--- src/rtl/zbt_frame_writer.sv ---
// rtl/zbt_frame_writer.sv - buffered sequential writer of packed 36-bit pixel words into ZBT SRAM
//
// Purpose:
//   Accepts one packed pixel word per new_input strobe, queues it in a small
//   FIFO and writes it to ZBT SRAM at sequential addresses starting at
//   BASE_ADDR whenever the memory arbiter grants a write slot. frame_done
//   pulses with the last write of a frame.
//
// Ports:
//   clk             system clock
//   reset           asynchronous, active-high
//   frame_start     1-cycle pulse: flush FIFO, restart address at BASE_ADDR, arm
//   new_input       1-cycle strobe qualifying word_in
//   word_in         packed pixel word
//   mem_grant       high: the next cycle is a write slot for this block
//   mem_we          write strobe, one cycle per word
//   mem_addr        write address (holds when mem_we=0)
//   mem_write_data  write data (holds when mem_we=0)
//   frame_done      1-cycle pulse coincident with the last write of a frame
//   overflow        sticky: a word was dropped on a full FIFO
//   fifo_level      current FIFO occupancy
//   busy            high while a frame is being written
module zbt_frame_writer #(
  parameter int ADDR_WIDTH  = 19,
  parameter int BASE_ADDR   = 0,
  parameter int FRAME_WORDS = 19200,
  parameter int FIFO_DEPTH  = 4,
  parameter int CONTINUOUS  = 0
) (
  input  logic                          clk,
  input  logic                          reset,
  input  logic                          frame_start,
  input  logic                          new_input,
  input  logic [35:0]                   word_in,
  input  logic                          mem_grant,
  output logic                          mem_we,
  output logic [ADDR_WIDTH-1:0]         mem_addr,
  output logic [35:0]                   mem_write_data,
  output logic                          frame_done,
  output logic                          overflow,
  output logic [$clog2(FIFO_DEPTH):0]   fifo_level,
  output logic                          busy
);

  localparam int PW = $clog2(FIFO_DEPTH);
  localparam int LW = PW + 1;
  localparam int CW = $clog2(FRAME_WORDS);
  localparam logic [ADDR_WIDTH-1:0] BASE     = ADDR_WIDTH'(BASE_ADDR);
  localparam logic [CW-1:0]         LAST_CNT = CW'(FRAME_WORDS - 1);
  localparam logic [LW-1:0]         FULL_LVL = LW'(FIFO_DEPTH);

  typedef enum logic {IDLE, ACTIVE} state_t;

  state_t                  state_q, state_d;
  logic [35:0]             fifo_mem [FIFO_DEPTH];
  logic [PW-1:0]           rd_ptr, wr_ptr, wr_idx;
  logic [LW-1:0]           level;
  logic [ADDR_WIDTH-1:0]   addr;
  logic [CW-1:0]           count;

  logic active, fifo_empty, fifo_full;
  logic push_req, push, pop, drop, last_word;

  assign active     = (state_q == ACTIVE);
  assign fifo_empty = (level == '0);
  assign fifo_full  = (level == FULL_LVL);

  // frame_start blocks the pop so the flushed FIFO and restarted address
  // never race with an issue from the abandoned frame.
  assign pop       = active && !fifo_empty && mem_grant && !frame_start;
  assign push_req  = new_input && (active || frame_start);
  // A full FIFO still takes a word when the head leaves in the same cycle.
  assign push      = frame_start ? new_input : (push_req && (!fifo_full || pop));
  assign drop      = !frame_start && push_req && fifo_full && !pop;
  assign last_word = pop && (count == LAST_CNT);
  // The word arriving with frame_start lands in slot 0 of the flushed FIFO.
  assign wr_idx    = frame_start ? '0 : wr_ptr;

  // State register
  always_ff @(posedge clk or posedge reset) begin
    if (reset) state_q <= IDLE;
    else       state_q <= state_d;
  end

  // Next-state logic
  always_comb begin
    state_d = state_q;
    case (state_q)
      IDLE:    if (frame_start) state_d = ACTIVE;
      ACTIVE: begin
        if (frame_start)                        state_d = ACTIVE;
        else if (last_word && CONTINUOUS == 0)  state_d = IDLE;
      end
      default: state_d = IDLE;
    endcase
  end

  // State-decoded outputs
  always_comb begin
    busy = 1'b0;
    if (state_q == ACTIVE) busy = 1'b1;
  end

  // FIFO pointers and occupancy
  always_ff @(posedge clk or posedge reset) begin
    if (reset) begin
      rd_ptr <= '0;
      wr_ptr <= '0;
      level  <= '0;
    end else if (frame_start) begin
      rd_ptr <= '0;
      wr_ptr <= PW'(new_input);
      level  <= LW'(new_input);
    end else begin
      if (push) wr_ptr <= wr_ptr + PW'(1);
      if (pop)  rd_ptr <= rd_ptr + PW'(1);
      if (push && !pop)      level <= level + LW'(1);
      else if (pop && !push) level <= level - LW'(1);
    end
  end

  // FIFO storage; contents are qualified by the pointers, so no reset.
  always_ff @(posedge clk) begin
    if (push) fifo_mem[wr_idx] <= word_in;
  end

  // Frame address and word counter
  always_ff @(posedge clk or posedge reset) begin
    if (reset) begin
      addr  <= BASE;
      count <= '0;
    end else if (frame_start || last_word) begin
      addr  <= BASE;
      count <= '0;
    end else if (pop) begin
      addr  <= addr + ADDR_WIDTH'(1);
      count <= count + CW'(1);
    end
  end

  // Registered memory port and status
  always_ff @(posedge clk or posedge reset) begin
    if (reset) begin
      mem_we         <= 1'b0;
      mem_addr       <= BASE;
      mem_write_data <= '0;
      frame_done     <= 1'b0;
      overflow       <= 1'b0;
    end else begin
      mem_we     <= pop;
      frame_done <= last_word;
      if (pop) begin
        mem_addr       <= addr;
        mem_write_data <= fifo_mem[rd_ptr];
      end
      if (frame_start) overflow <= 1'b0;
      else if (drop)   overflow <= 1'b1;
    end
  end

  assign fifo_level = level;

endmodule

--- config.mk ---
export PLATFORM = sky130hd
export DESIGN_NAME = zbt_frame_writer
export DESIGN_NICKNAME = d
export VERILOG_FILES = /design/src/rtl/zbt_frame_writer.sv
export SDC_FILE = /design/constraint.sdc
export NUM_CORES = 1
export LEC_CHECK = 0
export ABC_AREA = 1
export BUFFER_PORTS_ARGS = -buffer_cell sky130_fd_sc_hd__buf_2
export CORE_ASPECT_RATIO = 1.1
export CORE_MARGIN = 3
export CORE_UTILIZATION = 59
export DETAILED_ROUTE_END_ITERATION = 8
export MAX_ROUTING_LAYER = met4
export PLACE_DENSITY = 0.83
export SYNTH_ARGS = -nofsm -noshare
export SYNTH_HDL_FRONTEND = slang
export SYNTH_SLANG_ARGS = --single-unit
--- constraint.sdc ---
create_clock -name clk -period 4.2 [get_ports clk]
set_clock_uncertainty 0.1 [all_clocks]
set_input_delay 0.42 -clock clk [delete_from_list [all_inputs] [get_ports clk]]
set_output_delay 0.42 -clock clk [all_outputs]
set_load 0.01 [all_outputs]
==> summary.txt, run 1 <==
Status
  – Status: finished, final reports clean

Setup path
  – Slowest stage delay, CP: 0.90 ns
  – Critical path depth in cells: 6
  – Worst reg-to-reg path cell count: 6
  – Launch point of the worst reg-to-reg path: rd_ptr[0]
  – Crit path from: rd_ptr[0]
  – CP Data Arrival Time: about 2.8 ns
  – Worst EP required: 4.55 ns
  – Buf/Inv on CP: 2
  – CP endpoint: mem_write_data[19]
  – Critical path cell sequence: buf_4 > inv_2 > o21ai_0 > o22ai_1 > nand2_1 > nand2_1
  – Critical-path top delay cell: inv_2
  – CP Capture Type: flip-flop
  – Critical Path Source Type: flip-flop
  – Crit-path max FO: between 70 and 80
  – R2R Setup Slk: 1.73 ns
  – Most used cell along the critical path: nand2_1
  – Delay-heaviest family, CP: buffers and inverters
  – R2r endpoint: mem_write_data[19]
  – Crit Path Category: flip-flop to flip-flop

Run
  – MaxCap Viol Count: 0

Logic synthesis
  – Mapped cell area: approximately 10000 um^2
  – Yosys warning count: 0
  – Sequential area share after synthesis: 0.680
  – Yosys reg bits: approximately 240
  – Post-synthesis cell count: 935
  – Syn_area_per_cell: roughly 11 um^2
  – Syn_nets: 979
  – Synth unique cells: 37

CTS
  – Worst-Skew Late Latency: roughly 0.51 ns
  – Post-CTS Setup Bufs: 0
  – H-Tree Depth: 1
  – CTS tree: done
  – Num CTS Buffers: 24
  – Post-cts resize count: 0
  – CTS clk-pin slew, worst paths: approximately 0.07 ns
  – Clk sinks: 244
  – CTS root buf: clkbuf_16
  – CTS max path bufs: 3
  – Number of buffers inserted by hold repair at cts: 0

GRT
  – Initial antenna violation count: 2
  – GR Overflow Total: 0
  – All-Layer GR Usage: 0.235
  – Pin count of the biggest net entering global routing: 76
  – Vias in the first global route: 6909
  – Global-route wire length before repair: ~34000 um

Pwr
  – VDD IR-drop max: 0.415 mV
  – Flop pwr share: 0.464
  – Static leakage: slightly below 5 nW
  – Psw: about 1.9 mW
  – Sw Ratio: 0.296
  – Clk network pwr share: 0.339
  – PD cells: 563 nW/um^2
  – P_int: 4.54 mW
  – Comb power frac: 0.196

Timing
  – Pins over their slew limit: 0
  – RSZ-0062 raised after global routing: false
  – Max transition margin: 0.263
  – Slew @ Worst Pin: roughly 1.1 ns
  – Peak Freq: approximately 0.41 GHz
  – Final clock period utilization by the worst path: 0.587
  – Tmin final: about 2.5 ns
  – Fin. Hold Viols: 0
  – Setup Total Neg Slack: 0 ns
  – Setup-failing EPs final: 0
  – Final Worst Setup Slack: 1.73 ns

Route
  – DRT Wirelength: approximately 21000 um
  – Routed WL per cell: around 17 um
  – Number of DRC markers in iteration 0: 634
  – Drt via density: around 5.6
  – Antenna Nets Post-Route: 0
  – Vias: 6985
  – DR pass1 iterations: 5
  – Drc violations: 0

Floorplan
  – Std cell rows: 49
  – Core box area: roughly 16000 um^2
  – DIE WIDTH: between 100 and 150 um
  – Die span in y: 143 um
  – Die area: 18600 um^2
  – I/O pins: ~100
  – Initial core utilization: 0.609

Place
  – Pre-CTS WS: about 1.3 ns
  – GPL Wtd Cong: 0.925
  – Final HPWL DP: around 12000 um
  – Placed Area: 10600 um^2
  – Input/output buffers: 102

Worst hold path
  – Min-Delay Path Class: primary input to asynchronous set/reset pin

Layout
  – Fin area: about 11000 um^2
  – Fin util: 0.694
  – Layout cells sized above 1: 0.166
  – Commonest cells after routing, fill and taps aside: nand2_1 (250), edfxtp_1 (144), nor2_1 (126)
  – Most common cell after layout, fill and taps aside: nand2_1
  – Layout Nets: 1070
  – Area delta synth->final: 14.0%
-- cell usage after synthesis --
master,number,area [um^2]
a21oi_1,7,35.0
a21oi_4,1,16.3
a22o_1,1,8.76
a31oi_1,1,6.26
and3_1,2,12.5
buf_1,1,3.75
buf_2,18,90.1
buf_4,1,7.51
buf_6,9,101
clkbuf_1,16,60.1
dfrtp_1,100,2500
edfxtp_1,144,4320
fa_1,1,20.0
ha_1,2,25.0
inv_1,35,131
inv_2,5,18.8
nand2_1,250,938
nand2_2,2,12.5
nand2_4,1,11.3
nand3_1,32,160
nand3b_1,3,22.5
nand3b_4,1,20.0
nand4_1,9,56.3
nor2_1,129,484
nor2_2,4,25.0
nor2_8,1,20.0
nor3_1,7,35.0
nor3_4,1,16.3
nor3b_1,4,30.0
nor3b_2,1,12.5
o21a_1,1,7.51
o21ai_0,89,445
o21ai_1,4,20.0
o21bai_1,2,15.0
o22ai_1,37,231
xnor2_1,1,8.76
xor2_1,12,105
-- area by class of cell --
type / count / area [um^2]
Antenna cell: 2 / 5.00
Clock buffer: 29 / 641
Clock inverter: 15 / 169
Fill cell: 1179 / 5040
Inverter: 40 / 153
Multi-Input combinational cell: 606 / 2830
Sequential cell: 244 / 6830
Tap cell: 204 / 255
Timing Repair Buffer: 110 / 571
-- metrics by stage --
step	total power [mW]	instances	hold slack, ns
after floorplan	3.87	935	0.360
after global placement	4.23	1204	0.350
after detailed placement	4.29	1204	0.355
after CTS	6.48	1248	0.00572
after global routing	6.74	1250	0.00780
final	6.44	1250	0.0126
-- power groups by stage --
stage	registers (mW)	logic [mW]	clock network, mW
after global placement	3.02	1.21	0
final	2.99	1.26	2.19
after global routing	3.02	1.42	2.30
after detailed placement	3.02	1.27	0
after CTS	2.99	1.28	2.21
after floorplan	3.10	0.765	0
-- metal layers --
metal	routed length, um	up-vias	track usage
met5	0	-	-
met4	238	0	0.0623
met3	1220	24	0.0363
met2	10700	212	0.397
met1	8690	3403	0.299
li1	-	3346	-
-- registers in the layout, summed over array words and instances, names as in the netlist, 2 cells and up --
name and cells:
addr 19, count 15, fifo_level 3, fifo_mem 144
mem_addr 19, mem_write_data 36, rd_ptr 2, wr_ptr 2
-- how the worst min path moves through the flow --
stage,from,end,slack (ns)
floorplan,wr_ptr[1],wr_ptr[1],0.36
global placement,mem_addr[6],mem_addr[6],0.35
detailed placement,mem_addr[16],mem_addr[16],0.36
CTS,word_in[30],fifo_mem[1][30],0.006
global route,word_in[30],fifo_mem[1][30],0.008
finish,reset,count[14],0.01
-- kinds of logic (layout without fill, tap and decap cells) --
group | Yosys count | after routing | share of synthesized area
AOI/OAI and AO/OA | 143 | 143 | 0.0783
xor gates and xnor gates | 13 | 13 | 0.0113
adders and majority gates | 3 | 3 | 0.00449
buffers and inverters | 85 | 194 | 0.0411
DFF | 244 | 244 | 0.680
other | 0 | 2 | 0
and+or+nand+nor | 447 | 447 | 0.185
No activity file was read; power rests on OpenSTA's default activity.
==> run 2: changes to the inputs <==
CORE_UTILIZATION = 53   (was 59)
PLACE_DENSITY = 0.79   (was 0.83)
clock period = 2.2 ns   (was 4.2 ns; I/O delays follow)
==> summary.txt, run 2 (synthesized netlist as in run 1, its figures left out) <==
CTS
  – CTS root buf: clkbuf_16
  – Worst-Skew Late Latency: 0.52 ns (about the same)
  – CTS tree: done
  – CTS clk-pin slew, worst paths: 0.06 ns (about the same)
  – CTS max path bufs: 3 (unchanged)
  – Clk sinks: 244 (unchanged)
  – Num CTS Buffers: 24 (unchanged)
  – H-Tree Depth: 1 (unchanged)

Setup path
  – Critical Path Source Type: flip-flop
  – Crit path from: fifo_level[1]
  – R2r endpoint: fifo_level[2]
  – R2R Setup Slk: 0.13 ns (-1.61 ns)
  – Buf/Inv on CP: 2 (unchanged)
  – Critical-path top delay cell: dfrtp_1
  – Worst EP required: 2.51 ns (-2.04 ns)
  – Crit Path Category: flip-flop to flip-flop
  – Critical path depth in cells: 13 (+7)
  – Slowest stage delay, CP: 0.41 ns (-0.49 ns)
  – CP Capture Type: flip-flop
  – CP Data Arrival Time: 2.39 ns (-0.43 ns)
  – Worst reg-to-reg path cell count: 13 (+7)
  – Launch point of the worst reg-to-reg path: fifo_level[1]
  – Crit-path max FO: 3 (-96%)
  – Most used cell along the critical path: nand2_1
  – Delay-heaviest family, CP: simple AND/OR/NAND/NOR gates
  – CP endpoint: fifo_level[2]
  – Critical path cell sequence: nor2_2 > nand2_1 > o21ai_2 > nand2_1 > nand2_1 > inv_1 > fa_1 > xnor2_2 > inv_1 > nand2_1 > nand2_1 > nand2_1 > nand2_1

Pwr
  – PD cells: 1030 nW/um^2 (+84%)
  – VDD IR-drop max: 0.720 mV (+74%)
  – Static leakage: 5.15 nW (+5.3%)

Floorplan
  – DIE WIDTH: 137 um (+5.3%)
  – Initial core utilization: 0.543 (-0.0654)
  – I/O pins: 103 (unchanged)
  – Std cell rows: 52 (+6.1%)
  – Core box area: 18500 um^2 (+12%)
  – Die span in y: 150 um (+5.3%)
  – Die area: 20600 um^2 (+11%)

GRT
  – GR Overflow Total: 0 (unchanged)
  – Vias in the first global route: 7003 (+1.4%)
  – Global-route wire length before repair: 35300 um (+4.2%)
  – All-Layer GR Usage: 0.221 (-0.0134)
  – Pin count of the biggest net entering global routing: 67 (-12%)
  – Initial antenna violation count: 0 (-2)

Layout
  – Layout cells sized above 1: 0.174 (+0.00840)
  – Fin util: 0.655 (-0.0389)
  – Biggest regs: fifo_mem x144, mem_write_data x36
  – Commonest cells after routing, fill and taps aside: nand2_1 (250), edfxtp_1 (144), nor2_1 (126)
  – Most flop-heavy register: fifo_mem
  – Filler Cells Inserted: 1351 (+15%)
  – Layout Nets: 1123 (+5.0%)
  – Storage cell area: 6830 um^2 (about the same)
  – N_diodes: 0 (-2)
  – Area delta synth->final: 20.6%
  – Max reg flops: 144 (unchanged)
  – Most common cell after layout, fill and taps aside: nand2_1
  – Area of the multi-input gates: 2850 um^2 (+0.62%)
  – Finished Layout Cells: 1340 (+7.2%)

Route
  – Drt via density: 5.40 (-3.4%)
  – Number of DRC markers in iteration 0: 542 (-15%)
  – DR pass1 iterations: 5 (unchanged)
  – Routed WL per cell: 16.5 um (-1.4%)
  – Antenna Nets Post-Route: 0 (unchanged)
  – Vias: 7235 (+3.6%)
  – DRT Wirelength: 22100 um (+5.7%)
  – Drc violations: 0 (unchanged)

Timing
  – Peak Freq: 0.482 GHz (+19%)
  – Max transition margin: 0.587 (+0.323)
  – Final Worst Setup Slack: 0.126 ns (-1.61 ns)
  – Tmin final: 2.07 ns (-0.391 ns)
  – Slew @ Worst Pin: 0.619 ns (-0.485 ns)
  – Final clock period utilization by the worst path: 0.943 (+0.356)
  – Fin. Hold Viols: 0 (unchanged)
  – Setup-failing EPs final: 0 (unchanged)
  – RSZ-0062 raised after global routing: false
  – Pins over their slew limit: 0 (unchanged)

Status
  – Status: finished, final reports clean

Place
  – Pre-CTS WS: 0.131 ns (-1.19 ns)
  – Input/output buffers: 102 (unchanged)
  – Final HPWL DP: 13200 um (+5.9%)
  – # placed instances: 1256 (+4.3%)
  – GPL Wtd Cong: 0.935 (+1.1%)

Run
  – MaxCap Viol Count: 0 (unchanged)

Worst hold path
  – Min-Delay Path Class: primary input to flip-flop
## run 2: cell count changes in the layout (fill, tap and decap cells not counted), sizes merged
cell	change
dlygate4sd3	+38
diode	-2
clkinvlp	+3
clkinv	+1
buf	+15
inv	-4
## run 2: report_power, final
part	total (mW)	switching (mW)	internal (mW)
logic	2.59	1.65	0.943
clock network	4.18	1.71	2.47
registers	5.73	0.315	5.42
## run 2: worst min-delay path by stage
| stage | start | to | slack [ns] | cells after the start |
|---|---|---|---|---|
| after floorplan | word_in[0] | fifo_mem[0][0] | 0.22 | 0 |
| after global placement | reset | mem_addr[8] | 0.23 | 2 |
| after detailed placement | reset | mem_addr[8] | 0.24 | 2 |
| after CTS | frame_start | active | 0.04 | 4 |
| after global routing | frame_start | active | 0.07 | 4 |
| final | frame_start | active | 0.06 | 4 |
## run 2: timing repair
item | 4_1_cts | 5_1_grt
hold buffers | 38 | 0
endpoints found under the setup margin | 0 | 1
buffers inserted | 0 | 2
gates resized for setup | 0 | 3
hold endpoints to repair | 168 | 0
## run 2: stage by stage
step | hold slack (ns) | total power, mW | TNS [ns] | cell area (um^2)
detailed placement | 0.238 | 8.28 | 0 | 10900
floorplan | 0.219 | 7.39 | -52.85 | 10100
finish | 0.0581 | 12.5 | 0 | 12100
global route | 0.0671 | 13.1 | 0 | 12100
CTS | 0.0361 | 12.6 | 0 | 12100
global placement | 0.234 | 8.20 | 0 | 10900
## run 2: area by class of cell
type | count | share of cell area
clock buffer | 29 | 0.0537
clock inverter | 15 | 0.0133
inverter | 40 | 0.0127
multi-input combinational | 606 | 0.235
sequential | 244 | 0.564
tap | 243 | 0.0251
timing repair buffer | 163 | 0.0961
## run 2: tightest hold or removal path, cell delays in order
cell	delay (ns)
buf_2	0.11
buf_4	0.17
nor2_1	0.09
nor2_1	0.05
## run 2: routing by layer
layer / global-route usage / share of wire / wire [um]
met1: 0.277 / 0.41 / 8950
met2: 0.371 / 0.51 / 11300
met3: 0.0338 / 0.061 / 1340
met4: 0.0753 / 0.023 / 517
met5: - / 0 / 0
==> run 3: changes to the inputs <==
PLACE_DENSITY = 0.86   (was 0.79)
SETUP_SLACK_MARGIN = 0.4   (was default)
==> summary.txt, run 3 (synthesized netlist as in run 1, its figures left out) <==
GRT
  – GR Overflow Total: 0 (unchanged)
  – Global-route wire length before repair: 37000 um (+4.8%)
  – Grt met1 use: 0.286 (+0.00898)
  – Pin count of the biggest net entering global routing: 41 (-39%)
  – All-Layer GR Usage: 0.231 (+0.00979)
  – Grt met2 use: 0.391 (+0.0194)
  – Met3 Use GR: 0.0344 (+0.000668)
  – Vias in the first global route: 7393 (+5.6%)
  – Initial antenna violation count: 0 (unchanged)
  – Gr busiest metal: met2

Timing
  – Tmin final: 1.94 ns (-0.136 ns)
  – Max transition margin: 0.660 (+0.0737)
  – Setup Total Neg Slack: 0 ns (unchanged)
  – RSZ-0062 raised after global routing: true
  – Peak Freq: 0.516 GHz (+7.0%)
  – Fin. Hold Viols: 0 (unchanged)
  – Final clock period utilization by the worst path: 0.881 (-0.0620)
  – Setup-failing EPs final: 0 (unchanged)
  – Pins over their slew limit: 0 (unchanged)
  – Slew @ Worst Pin: 0.508 ns (-0.110 ns)

Layout
  – Area delta synth->final: 27.9%
  – Biggest regs: fifo_mem x144, mem_write_data x36
  – Finished Layout Cells: 1377 (+2.8%)
  – N_diodes: 0 (unchanged)
  – Commonest cells after routing, fill and taps aside: nand2_1 (246), edfxtp_1 (144), nor2_1 (124)
  – Most common cell after layout, fill and taps aside: nand2_1
  – Max reg flops: 144 (unchanged)
  – Layout Nets: 1160 (+3.3%)
  – Layout cells sized above 1: 0.216 (+0.0419)
  – Fin util: 0.695 (+0.0397)
  – Most flop-heavy register: fifo_mem

Route
  – DR pass1 iterations: 5 (unchanged)
  – Number of DRC markers in iteration 0: 825 (+52%)
  – Routed WL per cell: 18.8 um (+14%)
  – Drt via density: 5.57 (+3.1%)
  – DRT Wirelength: 25900 um (+17%)
  – Drc violations: 0 (unchanged)
  – Vias: 7667 (+6.0%)
  – Antenna Nets Post-Route: 0 (unchanged)

Status
  – Status: finished, final reports clean

Place
  – # placed instances: 1260 (+0.32%)
  – Input/output buffers: 102 (unchanged)
  – Final HPWL DP: 13800 um (+4.1%)
  – GPL Wtd Cong: 0.937 (+0.28%)

Setup path
  – Crit-path max FO: 2 (-1)
  – Slowest stage delay, CP: 0.43 ns (+0.02 ns)
  – Most used cell along the critical path: nand2_1
  – CP Capture Type: flip-flop
  – Worst EP required: 2.52 ns (about the same)
  – Critical path cell sequence: nor2_4 > nand2_2 > o21ai_4 > nand2_2 > nand2_2 > inv_2 > fa_2 > xnor2_2 > inv_1 > nand2_1 > nand2_1 > nand2_1 > nand2_1
  – CP Data Arrival Time: 2.26 ns (-0.13 ns)
  – Critical-path top delay cell: dfrtp_2
  – Buf/Inv on CP: 2 (unchanged)
  – Crit Path Category: flip-flop to flip-flop
  – Critical Path Source Type: flip-flop
  – Delay-heaviest family, CP: simple AND/OR/NAND/NOR gates

Pwr
  – Static leakage: 5.46 nW (+6.1%)
  – PD cells: 1020 nW/um^2 (-0.84%)
  – Overall Power: 13.2 mW (+5.2%)
  – VDD IR-drop max: 0.919 mV (+28%)

Floorplan
  – Die span in y: 150 um (unchanged)
  – DIE WIDTH: 137 um (unchanged)
  – Core box area: 18500 um^2 (unchanged)
  – Std cell rows: 52 (unchanged)
  – I/O pins: 103 (unchanged)
  – Die area: 20600 um^2 (unchanged)
  – Initial core utilization: 0.543 (unchanged)

Run
  – MaxCap Viol Count: 0 (unchanged)

CTS
  – CTS tree: done
  – CTS max path bufs: 3 (unchanged)
  – Clk sinks: 244 (unchanged)
  – CTS clk-pin slew, worst paths: 0.07 ns (about the same)
  – Num CTS Buffers: 24 (unchanged)
  – CTS root buf: clkbuf_16
  – Worst-Skew Late Latency: 0.53 ns (about the same)
  – H-Tree Depth: 1 (unchanged)

Worst hold path
  – Min-Delay Path Class: primary input to flip-flop
[run 3: cell types whose count changed in the layout (fill, tap and decap cells not counted), sizes merged]
cell | before | now
dlygate4sd3 | 38 | 37
buf | 125 | 152
clkinv | 8 | 4
clkbuf | 29 | 44
[run 3: area by class of cell]
cell class | count | area, um^2
clock inverters | 11 | 143
repair buffers | 200 | 1790
clock buffers | 33 | 706
well taps | 243 | 304
multi-input cells | 606 | 2910
inverters | 40 | 159
fillers | 1202 | 5640
flip-flops and latches | 244 | 6830
[run 3: worst paths after layout]
kind | from | to | slack (ns) | depth (start not counted)
worst max-delay path | fifo_level[0] | fifo_level[2] | 0.26 | 13
worst min-delay path | frame_start | active | 0.07 | 4
worst max register to register | fifo_level[0] | fifo_level[2] | 0.26 | 13
worst min register to register | mem_addr[6] | mem_addr[6] | 0.37 | 2
max in group asynchronous | reset | mem_write_data[23] | 1.24 | 4
min in group asynchronous | reset | mem_write_data[28] | 0.18 | 3
[run 3: worst reg2reg max path: stages (launching register included)]
cell and delay (ns):
dfrtp_2 0.43, nor2_4 0.12, nand2_2 0.08, o21ai_4 0.16
nand2_2 0.09, nand2_2 0.08, inv_2 0.04, fa_2 0.35
xnor2_2 0.14, inv_1 0.05, nand2_1 0.06, nand2_1 0.04
nand2_1 0.05, nand2_1 0.05
[run 3: report_power, final]
group          switching, mW  internal [mW]
clock                   1.76           2.62
sequential             0.352           5.42
combinational           1.84           1.16
total                   3.95           9.20
[run 3: repair_timing]
item / in CTS / in global routing
hold buffers: 37 / 0
resized for setup: 7 / 31
pin swaps: 4 / 6
endpoints found under the setup margin: 80 / 169
cloned: 1 / 17
buffers inserted: 9 / 9
endpoints found under the hold margin: 161 / 0
[run 3: per-stage QoR]
step	area [um^2]	hold WS [ns]	worst slack (ns)
global route	12800	0.0993	0.124
floorplan	10100	0.219	-0.701
global placement	10900	0.180	0.202
CTS	12300	0.0227	0.252
finish	12800	0.0736	0.263
detailed placement	10900	0.189	0.164
[run 3: layer usage]
layer	wire length (um)	part of all wire	vias up
met4	722	0.028	0
met1	10100	0.39	3728
li1	-	-	3536
met2	13500	0.52	338
met3	1630	0.063	65
met5	0	0	-
